### src/rtl/arm_pipe_pkg.sv
// Shared decode definitions for the ARM-style pipeline: shifter operand type
// codes, instruction field positions, and the decoded control record layout.
package arm_pipe_pkg;

   typedef enum logic [2:0] {
      SH_DP_IMM_SHIFT = 3'b000,
      SH_DP_IMM       = 3'b001,
      SH_LS_IMM       = 3'b010,
      SH_LS_REG       = 3'b011,
      SH_ILLEGAL      = 3'b111
   } sh_type_t;

   // Occupancy encoding is {main_valid, skid_valid}; 2'b01 is never produced.
   typedef enum logic [1:0] {
      EMPTY = 2'b00,
      FULL1 = 2'b10,
      FULL2 = 2'b11
   } occ_state_t;

   localparam int unsigned INSTR_W   = 32;
   localparam int unsigned COND_LSB  = 28;
   localparam int unsigned CLASS_LSB = 25;
   localparam int unsigned OPC_LSB   = 21;
   localparam int unsigned S_BIT     = 20;
   localparam int unsigned RD_LSB    = 12;
   localparam int unsigned SHIFT_W   = 12;
   localparam int unsigned REGSH_BIT = 4;

   typedef struct packed {
      logic [SHIFT_W-1:0] shift;
      logic [2:0]         sh_type;
      logic [3:0]         opcode;
      logic               s;
      logic [3:0]         rd;
      logic [3:0]         cond;
      logic               illegal;
   } id_ctrl_t;

   localparam int unsigned CTRL_W = $bits(id_ctrl_t);

endpackage

### src/rtl/shift_type_decode.sv
// Combinational shifter operand classifier: instr -> {type, illegal}.
// Shared between the ID/EX operand stage and the hazard unit.
module shift_type_decode
   import arm_pipe_pkg::*;
(
   input  logic [31:0] instr,
   output logic [2:0]  sh_type,
   output logic        illegal
);

   logic [2:0] op_class;
   logic       reg_shift;
   logic       unused_instr_bits;

   assign op_class  = instr[CLASS_LSB +: 3];
   assign reg_shift = instr[REGSH_BIT];
   assign unused_instr_bits = ^{instr[31:28], instr[24:5], instr[3:0]};

   always_comb begin
      sh_type = SH_ILLEGAL;
      illegal = 1'b1;
      case (op_class)
         3'b000: if (!reg_shift) begin
            sh_type = SH_DP_IMM_SHIFT;
            illegal = 1'b0;
         end
         3'b001: begin
            sh_type = SH_DP_IMM;
            illegal = 1'b0;
         end
         3'b010: begin
            sh_type = SH_LS_IMM;
            illegal = 1'b0;
         end
         3'b011: if (!reg_shift) begin
            sh_type = SH_LS_REG;
            illegal = 1'b0;
         end
         default: ;
      endcase
   end

endmodule

### src/rtl/id_ex_operand_stage.sv
// Decode-to-execute operand stage with a two-entry skid buffer and flush.
// Optional saturating stall counter enabled by ID_EX_STALL_CNT_EN.
module id_ex_operand_stage
   import arm_pipe_pkg::*;
#(
   parameter int unsigned DATA_W = 32,
   parameter int unsigned REG_W  = 4
) (
   input  logic              clk,
   input  logic              reset,
   input  logic              flush,
   input  logic              in_valid,
   output logic              in_ready,
   input  logic [31:0]       in_instr,
   input  logic [DATA_W-1:0] in_rn,
   input  logic [DATA_W-1:0] in_rm,
   output logic              out_valid,
   input  logic              out_ready,
   output logic [DATA_W-1:0] out_rn,
   output logic [DATA_W-1:0] out_rm,
   output logic [11:0]       out_shift,
   output logic [2:0]        out_type,
   output logic [3:0]        out_opcode,
   output logic              out_s,
   output logic [REG_W-1:0]  out_rd,
   output logic [3:0]        out_cond,
   output logic              out_illegal
`ifdef ID_EX_STALL_CNT_EN
   ,
   output logic [15:0]       stall_cnt
`endif
);

   typedef struct packed {
      logic [DATA_W-1:0] rn;
      logic [DATA_W-1:0] rm;
      id_ctrl_t          ctrl;
   } entry_t;

   occ_state_t state_q, state_d;
   entry_t     main_q, skid_q, new_e;
   logic       load_main_new, load_main_skid, load_skid;
   logic       accept, consume;
   logic [2:0] dec_type;
   logic       dec_illegal;
   logic       unused_rn_field;

   shift_type_decode u_dec (
      .instr   (in_instr),
      .sh_type (dec_type),
      .illegal (dec_illegal)
   );

   assign unused_rn_field = ^in_instr[19:16];

   always_comb begin
      new_e              = '0;
      new_e.rn           = in_rn;
      new_e.rm           = in_rm;
      new_e.ctrl.shift   = in_instr[SHIFT_W-1:0];
      new_e.ctrl.sh_type = dec_type;
      new_e.ctrl.opcode  = in_instr[OPC_LSB +: 4];
      new_e.ctrl.s       = in_instr[S_BIT];
      new_e.ctrl.rd      = in_instr[RD_LSB +: 4];
      new_e.ctrl.cond    = in_instr[COND_LSB +: 4];
      new_e.ctrl.illegal = dec_illegal;
   end

   assign in_ready  = (state_q != FULL2);
   assign out_valid = (state_q != EMPTY);
   assign accept    = in_valid && in_ready;
   assign consume   = out_valid && out_ready;

   always_comb begin
      state_d        = state_q;
      load_main_new  = 1'b0;
      load_main_skid = 1'b0;
      load_skid      = 1'b0;
      if (flush) begin
         state_d = EMPTY;
      end else begin
         case (state_q)
            EMPTY: if (accept) begin
               load_main_new = 1'b1;
               state_d       = FULL1;
            end
            FULL1: begin
               if (accept && consume) begin
                  load_main_new = 1'b1;
               end else if (accept) begin
                  load_skid = 1'b1;
                  state_d   = FULL2;
               end else if (consume) begin
                  state_d = EMPTY;
               end
            end
            FULL2: if (consume) begin
               load_main_skid = 1'b1;
               state_d        = FULL1;
            end
            default: state_d = EMPTY;
         endcase
      end
   end

   always_ff @(posedge clk) begin
      if (reset) begin
         state_q <= EMPTY;
      end else begin
         state_q <= state_d;
      end
   end

   always_ff @(posedge clk) begin
      if (reset) begin
         main_q <= '0;
         skid_q <= '0;
      end else begin
         if (load_main_new) begin
            main_q <= new_e;
         end else if (load_main_skid) begin
            main_q <= skid_q;
         end
         if (load_skid) begin
            skid_q <= new_e;
         end
      end
   end

   assign out_rn      = main_q.rn;
   assign out_rm      = main_q.rm;
   assign out_shift   = main_q.ctrl.shift;
   assign out_type    = main_q.ctrl.sh_type;
   assign out_opcode  = main_q.ctrl.opcode;
   assign out_s       = main_q.ctrl.s;
   assign out_rd      = REG_W'(main_q.ctrl.rd);
   assign out_cond    = main_q.ctrl.cond;
   assign out_illegal = main_q.ctrl.illegal;

`ifdef ID_EX_STALL_CNT_EN
   logic [15:0] stall_q;

   // Only reset clears the count; flush leaves it running.
   always_ff @(posedge clk) begin
      if (reset) begin
         stall_q <= '0;
      end else if (out_valid && !out_ready && (stall_q != '1)) begin
         stall_q <= stall_q + 16'd1;
      end
   end

   assign stall_cnt = stall_q;
`endif

endmodule

### config.mk
export PLATFORM = sky130hd
export DESIGN_NAME = id_ex_operand_stage
export DESIGN_NICKNAME = d
export VERILOG_FILES = /design/src/rtl/arm_pipe_pkg.sv /design/src/rtl/shift_type_decode.sv /design/src/rtl/id_ex_operand_stage.sv
export SDC_FILE = /design/constraint.sdc
export NUM_CORES = 1
export LEC_CHECK = 0
export CELL_PAD_IN_SITES_DETAIL_PLACEMENT = 0
export CELL_PAD_IN_SITES_GLOBAL_PLACEMENT = 2
export CORE_MARGIN = 3
export CORE_UTILIZATION = 31
export CTS_CLUSTER_SIZE = 12
export DETAILED_ROUTE_END_ITERATION = 8
export PLACE_DENSITY = 0.83
export SYNTH_ARGS = -nofsm -noshare
export SYNTH_HDL_FRONTEND = slang
export SYNTH_HIERARCHICAL = 1
export SYNTH_SLANG_ARGS = --single-unit
### constraint.sdc
create_clock -name clk -period 3.35 [get_ports clk]
set_input_delay 0.8375 -clock clk [delete_from_list [all_inputs] [get_ports clk]]
set_output_delay 0.8375 -clock clk [all_outputs]
set_load 0.01 [all_outputs]
**After elaboration in Yosys (flattened, before gate mapping)**

Index checks and enable logic that the tools add are counted.

- Equal/unequal tests: 10
- Muxes and demuxes: 23
- Reductions and logical operators: 11

Operator list:

| operator | count |
|---|---|
| 93-bit 2-to-1 mux | 2 |
| 3-bit case mux with 4 select lines | 1 |
| 1-bit 2-to-1 mux | 10 |
| 2-bit 2-to-1 mux | 5 |
| 2-bit inequality test, second input constant | 4 |
| 3-bit by 2-bit equality test with 1-bit output, second input constant | 2 |
| 3-bit 2-to-1 mux | 2 |
| 2-bit case mux with 3 select lines | 1 |
| 2-bit OR reduction | 3 |
| 2-bit equality test, second input constant | 2 |
| 1-bit case mux with 2 select lines | 2 |
| 4-bit AND reduction | 1 |
| 2-bit nonzero test | 2 |
| 3-bit by 1-bit equality test with 1-bit output, second input constant | 1 |
| 1-bit logical AND | 3 |
| 3-bit logical NOT | 1 |
| 3-bit inequality test, second input constant | 1 |
| 2-bit logical NOT | 1 |

- Flip-flop bits (word level): 188
- Input port bits: 101
- Output and inout bits: 95
- Logic and storage cells: 63

**Longest topological paths before layout**

Gate-level depths: netlist of run 1.

- Depth in word-level cells: 7
- Gate-level depth with buffers: 8
- Mapped depth without buffers: 6

**By module**

The synthesis of run 1 kept the hierarchy.

By module, submodules not included:

| module | times used | cells each | area an instance (sq um) | sequential area each (sq um) |
|---|---|---|---|---|
| id_ex_operand_stage | 1 | 847 | 7523.5 | 3763.6 |
| shift_type_decode | 1 | 8 | 45.0 | 0.0 |

**Worst setup path before layout of run 1**

Ideal clock, no wire load.

- Kind: input-to-reg
- Start point: input port out_ready
- End point: register main_q, in the netlist out_type[0]
- Library setup time: 0.086 ns
- Data arrival time: 1.751 ns
- Data required time: 3.264 ns
- Path slack: 1.513 ns
- Cell stages on the path: 6
- Path buffers: 2
- Cells stage by stage: and4bb_1 o21ai_2 buf_4 buf_4 nor2_1 a211oi_1

- Word-level cells in the longest chain between the ends: 6
- Elaborated cells between the ends (all ways): 10
- Those cells by class: mux (7); reduce/logical (3)

Ends and longest elaborated chain:

| element | line | source |
|---|---|---|
| start: declaration | id_ex_operand_stage.sv:18 | `input logic out_ready,` |
| 1-bit logical AND (*) | id_ex_operand_stage.sv:72 | `assign consume = out_valid && out_ready;` |
| 1-bit logical AND | id_ex_operand_stage.sv:88 | `if (accept && consume) begin` |
| 1-bit 2-to-1 mux | id_ex_operand_stage.sv:88 |  |
| 1-bit case mux with 2 select lines | id_ex_operand_stage.sv:82 | `case (state_q)` |
| 1-bit 2-to-1 mux | id_ex_operand_stage.sv:79 | `if (flush) begin` |
| 93-bit 2-to-1 mux / 2-bit nonzero test (equally long branches) | n/a |  |
| end signal: assignment | id_ex_operand_stage.sv:120 | `main_q <= new_e;` |
| end signal: assignment | id_ex_operand_stage.sv:122 | `main_q <= skid_q;` |
| end: declaration | id_ex_operand_stage.sv:41 | `entry_t main_q, skid_q, new_e;` |

Mark *: on every way between the ends. The rest lies on a longest branch, timed or not.
A chain may end at the register's enable or synchronous reset.

**Worst setup path in the final report of run 1**

- Start point: register state_q[0]
- End point: output port out_valid

- Word-level cells in the longest chain between the ends: 1

Ends and longest elaborated chain:

| element | line | source |
|---|---|---|
| start: declaration | id_ex_operand_stage.sv:40 | `occ_state_t state_q, state_d;` |
| start signal: assignment | id_ex_operand_stage.sv:110 | `state_q <= state_d;` |
| 2-bit nonzero test | id_ex_operand_stage.sv:70 | `assign out_valid = (state_q != EMPTY);` |
| end: declaration | id_ex_operand_stage.sv:17 | `output logic out_valid,` |

Every way passes these cells.

==> run_results.csv, run 1 <==
group,metric,value,unit
floorplan,start_util,31.9,%
setup_path,cpMaxStageDelayCell,"clkdlybuf4s50_1",
setup_path,critical_path_arrival,1.84,ns
logic_synthesis,synthTopCellsByArea,"dfxtp_1 (50%), mux2i_1 (13%), nand2_1 (9.4%)",
pwr,p_comb_share,12.8,%
detailed_routing,routed_wl,20300,um
placed_design,hpwl,12600,um
detailed_routing,drtIter0Drc,349,
timing,fmax,0.374,GHz
detailed_routing,wl_per_cell,15.2,um
global_routing,top_usage_layer,"met2",
pwr,pwr-share-clk,39.9,%
logic_synthesis,synth_nets,961,
clock_tree,hold_buffers,0,
detailed_routing,vias,6285,
logic_synthesis,ys_top_cells_by_count,"nand2_1 (189), dfxtp_1 (188), nor2_1 (97)",
logic_synthesis,syn_area_per_cell,8.85,um2
placed_design,port_buffers,191,
timing,layout_min_cycle_time,2.67,ns
final_layout,diodes,0,
logic_synthesis,ys_warn_count,6,
pwr,power.density,491,nW/um2
logic_synthesis,synth_edf_count,0,
clock_tree,path_clk_slew,0.07,ns
pwr,switchingPower,0.00129,W
clock_tree,clock-root-buffer,"clkbuf_16",
placed_design,gp_congestion,0.680,
logic_synthesis,yosysMostFrequentCell,"nand2_1",
timing,hold_violations,0,
clock_tree,htreeDepth,4,
detailed_routing,drc,0,
logic_synthesis,ys_ff_latch,188,
logic_synthesis,netlist_area,7570,um2
global_routing,grt_pass1_wl,33200,um
global_routing,grt_pass1_vias,6226,
logic_synthesis,syn_inst,855,
global_routing,grt_use_total,15.6,%
global_routing,grt_start_max_net_pins,120,
setup_path,crit_chain,"inv_1, ha_1, inv_1, clkdlybuf4s50_1",
final_layout,syn2layout_area_growth,36.1,%
setup_path,cp.required,2.51,ns
clock_tree,postCtsResizedCells,0,
timing,setup_viol,0,
floorplan,die-area,26300,um2
run,max_cap_violations,0,
min_path,hold_path_class,"reg -> reg",
timing,fin_hold_ws,0.456,ns
setup_path,crit_top_cell,"inv_1",
detailed_routing,final_antenna_net_count,0,
floorplan,rows,56,
logic_synthesis,async_reset_ff_share,0,%
floorplan,core_area,23800,um2
pwr,p_int,0.00376,W
timing,rsz0062_at_grt,"no",
logic_synthesis,synth_cell_type_count,28,
global_routing,grtUsageMet1,19.9,%
clock_tree,post-cts-setup-buffer-count,0,
global_routing,gr-total-overflow,0,
final_layout,layout.nets,1113,
floorplan,ios,196,
clock_tree,cts_made_buffers,17,
pwr,leakage,3.36,nW
timing,period_share,79.8,%
detailed_routing,viasPerCell,4.69,
pwr,swShare,25.5,%
pwr,finalPower,0.00505,W
min_path,min_from,"skid_q[54]",
logic_synthesis,yosysSeqAreaShare,49.7,%
setup_path,crit_path_start,"state_q[0]",
timing,final_max_slew_viol_count,0,
outcome,status,"finished, final reports clean",
clock_tree,clock_path_buffers,2,
setup_path,crit_family,"buffers and inverters",
setup_path,path_class,"reg -> out",
setup_path,path_max_fanout,5,
setup_path,cp_slowest_stage_delay,0.57,ns
timing,fin_skew,0.00933,ns
floorplan,die_h,162,um
setup_path,cp-end-kind,"primary output",
setup_path,startpoint_type,"flip-flop",
floorplan,die_w,162,um
timing,slew_headroom,35.1,%
final_layout,drive_above_1_share,4.80,%
logic_synthesis,synth_ff_type,"dfxtp_1",
global_routing,grt_use_met3,5.20,%
clock_tree,clk_latency,0.43,ns
timing,worst_slew_pin_slew,0.973,ns
pwr,seqPwrFrac,47.4,%
clock_tree,cts_tree,"yes",
setup_path,crit_buf_inv,3,
logic_synthesis,netlist.area_leader.share,49.7,%
clock_tree,clkSinkCount,188,
logic_synthesis,synth_top_area_cell,"dfxtp_1",
detailed_routing,firstDrtPassIters,4,
global_routing,grt_antenna_before_repair,0,
setup_path,r2r-start,"state_q[0]",
timing,tns,0,ns
global_routing,grt_util_met2,25.2,%
pwr,vdd_drop_max,0.000269,V
[cells in the final DEF, fill, tap and decap left out, drive strengths merged, types with 2 or more instances in the layout]
master / Yosys / layout
a211oi: 93 / 93
a21o: 2 / 2
a21oi: 94 / 94
buf: 41 / 14
clkbuf: 30 / 20
clkdlybuf4s50: 0 / 190
clkinv: 0 / 3
clkinvlp: 0 / 3
dfxtp: 188 / 188
ha: 5 / 5
inv: 5 / 10
mux2i: 95 / 95
nand2: 189 / 189
nor2: 97 / 97
nor2b: 2 / 2
nor3: 2 / 2
o21ai: 4 / 4
[layout make-up]
class | instances | area [um2]
fillers | 2381 | 13500
multi-input cells | 591 | 3410
inverters | 5 | 18.8
clock inverters | 12 | 133
flip-flops and latches | 188 | 3760
well taps | 319 | 399
clock buffers | 20 | 447
repair buffers | 204 | 2120
[sequential cells by signal (all words and copies together) (netlist names)]
signal and cells:
out_opcode 4, skid_q 93, state_q 2, out_rm 32
out_shift 12, out_type 3, out_s 1, out_rn 32
out_rd 4, out_illegal 1, out_cond 4
[worst paths after layout]
| path | end | slack [ns] | cells after the start |
|---|---|---|---|
| min reg2reg | skid_q[54] | 0.46 | 2 |
| max | out_valid | 0.68 | 4 |
| max reg2reg | out_rm[10] | 1.20 | 7 |
| min | skid_q[54] | 0.46 | 2 |
[cells by family (layout without fill, tap and decap cells)]
group / Yosys count / count (layout) / share of synthesized area, %
fa+ha+maj: 5 / 5 / 0.827
simple gates: 296 / 296 / 15.4
compound gates: 194 / 194 / 16.1
xor+xnor: 1 / 1 / 0.116
buf+inv: 76 / 241 / 5.31
flops: 188 / 188 / 49.7
mux: 95 / 95 / 12.6
[routing by layer]
metal / wire (um) / vias to the layer above / part of all wire [%]
li1: - / 3238 / -
met1: 9360 / 2902 / 46
met2: 9450 / 129 / 46
met3: 1280 / 16 / 6.3
met4: 235 / 0 / 1.2
met5: 0 / - / 0
[worst reg2reg max path: cells and delay by family, from the launching register on]
kind / cells / cell delay, ns
AOI/OAI and AO/OA: 2 / 0.62
DFF: 1 / 0.42
buffers and inverters: 2 / 0.41
and+or+nand+nor: 2 / 0.37
adders and majority gates: 1 / 0.25
[power groups by stage]
stage / clock [W] / combinational [W] / sequential (W)
finish: 0.00201 / 0.000644 / 0.00239
global route: 0.00218 / 0.000706 / 0.00241
CTS: 0.00209 / 0.000656 / 0.00240
detailed placement: 0 / 0.000651 / 0.00245
global placement: 0 / 0.000651 / 0.00244
floorplan: 0 / 0.000241 / 0.00248
[through the flow]
step           cells  area [um2]  setup WS (ns)  util, %
4_1_cts         1339       10300          0.633     43.4
3_5_place_dp    1307        9720          0.601     40.9
2_1_floorplan    855        7570           1.51        -
6_report        1339       10300          0.677     43.4
5_1_grt         1339       10300          0.514     43.4
3_3_place_gp    1307        9720          0.635     40.9
Power figures use the tool's default switching activity.
==> inputs of run 2 (changes only) <==
--- a/config.mk
+++ b/config.mk
@@ -8,10 +8,10 @@
 export CELL_PAD_IN_SITES_DETAIL_PLACEMENT = 0
 export CELL_PAD_IN_SITES_GLOBAL_PLACEMENT = 2
 export CORE_MARGIN = 3
-export CORE_UTILIZATION = 31
+export CORE_UTILIZATION = 29
 export CTS_CLUSTER_SIZE = 12
 export DETAILED_ROUTE_END_ITERATION = 8
-export PLACE_DENSITY = 0.83
+export PLACE_DENSITY = 0.78
 export SYNTH_ARGS = -nofsm -noshare
 export SYNTH_HDL_FRONTEND = slang
 export SYNTH_HIERARCHICAL = 1
==> constraint.sdc (replaced) <==
create_clock -name clk -period 2.7 [get_ports clk]
set_input_delay 0.675 -clock clk [delete_from_list [all_inputs] [get_ports clk]]
set_output_delay 0.675 -clock clk [all_outputs]
set_load 0.01 [all_outputs]
==> run_results.csv, run 2 (synthesis gave the netlist of run 1 again) <==
group,metric,value,unit
floorplan,core_area,25400,um2
final_layout,design_area,10400,um2
setup_path,cp.required,2.03,ns
clock_tree,cts_tree,"yes",
detailed_routing,wl_per_cell,15.4,um
run,max_cap_violations,0,
placed_design,placed_area,9830,um2
timing,rsz0062_at_grt,"no",
setup_path,crit_family,"buffers and inverters",
global_routing,grt_pass1_vias,6341,
clock_tree,cts_made_buffers,17,
clock_tree,clock_path_buffers,2,
detailed_routing,viasPerCell,4.69,
setup_path,cp_slowest_stage_delay,0.59,ns
floorplan,rows,58,
clock_tree,path_clk_slew,0.08,ns
floorplan,start_util,29.8,%
floorplan,die_h,168,um
detailed_routing,drc,0,
timing,worst_slew_pin_slew,0.631,ns
setup_path,path_max_fanout,5,
final_layout,fillers,2631,
detailed_routing,final_antenna_net_count,0,
final_layout,diodes,0,
setup_path,cp-end-kind,"primary output",
placed_design,hpwl,13200,um
final_layout,final_cell_mix,"clkdlybuf4s50_1 (190), nand2_1 (189), dfxtp_1 (188), nor2_1 (97), mux2i_1 (95)",
detailed_routing,routed_wl,20900,um
setup_path,crit_top_cell,"inv_1",
final_layout,largest_reg_flops,93,
final_layout,layout.nets,1119,
setup_path,crit_chain,"inv_1, ha_1, inv_1, clkdlybuf4s50_1",
setup_path,critical_path_arrival,1.86,ns
final_layout,final_common_cell,"clkdlybuf4s50_1",
timing,layout_min_cycle_time,2.54,ns
clock_tree,clkSinkCount,188,
setup_path,startpoint_type,"flip-flop",
pwr,finalPower,0.00622,W
floorplan,die-area,28100,um2
placed_design,gp_congestion,0.696,
pwr,vdd_drop_max,0.000391,V
placed_design,port_buffers,191,
timing,period_share,94.0,%
timing,hold_violations,0,
placed_design,placedCellCount,1324,
clock_tree,post-cts-setup-buffer-count,0,
floorplan,ios,196,
pwr,leakage,3.41,nW
setup_path,cpMaxStageDelayCell,"clkdlybuf4s50_1",
min_path,hold_path_class,"reg -> reg",
timing,fin_skew,0.0113,ns
final_layout,syn2layout_area_growth,37.2,%
detailed_routing,vias,6358,
global_routing,grt_start_max_net_pins,77,
timing,final_max_slew_viol_count,0,
final_layout,final-instance-count-excl-fill,1355,
timing,slew_headroom,57.9,%
timing,fin_hold_ws,0.455,ns
timing,tns,0,ns
global_routing,grt_pass1_wl,34100,um
detailed_routing,firstDrtPassIters,4,
setup_path,path_class,"reg -> out",
pwr,power.density,599,nW/um2
clock_tree,postCtsResizedCells,0,
setup_path,crit_buf_inv,3,
final_layout,drive_above_1_share,5.37,%
floorplan,die_w,168,um
clock_tree,clock-root-buffer,"clkbuf_16",
timing,fmax,0.394,GHz
final_layout,regMostFlops,"skid_q",
clock_tree,htreeDepth,4,
clock_tree,hold_buffers,0,
global_routing,grt_use_total,14.8,%
clock_tree,clk_latency,0.42,ns
outcome,status,"finished, final reports clean",
global_routing,grt_antenna_before_repair,0,
timing,setup_viol,0,
global_routing,gr-total-overflow,0,
detailed_routing,drtIter0Drc,278,
[run 2: cell types whose count changed in the layout (fill, tap and decap cells not counted), sizes merged]
cell / delta
clkbuf: -2
bufinv: -1
inv: +1
clkinvlp: -3
buf: +6
clkinv: +4
[run 2: layer usage]
metal / track usage, % / part of all wire (%) / wire length [um] / up-vias
met5: 0 / 0 / 0 / -
met4: 4.02 / 1.1 / 240 / 0
met3: 4.70 / 6.8 / 1430 / 13
met2: 23.4 / 45 / 9300 / 151
met1: 19.8 / 48 / 9930 / 2942
li1: - / - / - / 3252
[run 2: per-stage QoR]
step | worst slack, ns | util [%]
finish | 0.162 | 40.9
CTS | 0.141 | 40.9
global placement | 0.241 | 38.7
detailed placement | 0.187 | 38.7
global route | 0.0442 | 40.9
floorplan | 0.995 | -
[run 2: path summary, 6_finish.rpt]
check             cells past startpoint  slack (ns)       start     endpoint
setup / recovery                      4        0.16  state_q[0]    out_valid
hold / removal                        2        0.45  skid_q[39]   skid_q[39]
setup reg to reg                      8        0.62  state_q[0]  out_cond[1]
hold reg to reg                       2        0.45  skid_q[39]   skid_q[39]
[run 2: worst reg2reg max path: stages, from the launching register on]
cell	delay [ns]
dfxtp_1	0.41
inv_1	0.09
ha_1	0.26
and4bb_1	0.25
o21ai_4	0.22
buf_12	0.25
buf_12	0.20
nor2_1	0.06
a211oi_1	0.24
[run 2: power breakdown]
part / internal [W] / switching, W
registers: 0.00290 / 0.0000698
logic: 0.000448 / 0.000373
clock network: 0.00122 / 0.00121
[run 2: final cells by class]
| type | count | area (um2) | area share (%) |
|---|---|---|---|
| Timing Repair Buffer | 210 | 2220 | 21.4 |
| Sequential cell | 188 | 3760 | 36.2 |
| Inverter | 5 | 18.8 | 0.181 |
| Clock buffer | 18 | 429 | 4.13 |
| Clock inverter | 13 | 130 | 1.25 |
| Multi-Input combinational cell | 591 | 3410 | 32.9 |
| Tap cell | 330 | 413 | 3.98 |
==> inputs of run 3 (changes only) <==
--- a/config.mk
+++ b/config.mk
@@ -12,6 +12,7 @@
 export CTS_CLUSTER_SIZE = 12
 export DETAILED_ROUTE_END_ITERATION = 8
 export PLACE_DENSITY = 0.78
+export SLEW_MARGIN = 0
 export SYNTH_ARGS = -nofsm -noshare
 export SYNTH_HDL_FRONTEND = slang
 export SYNTH_HIERARCHICAL = 1
==> results of run 3 <==
Final layout, timing and power as in run 2 (identical DEF).
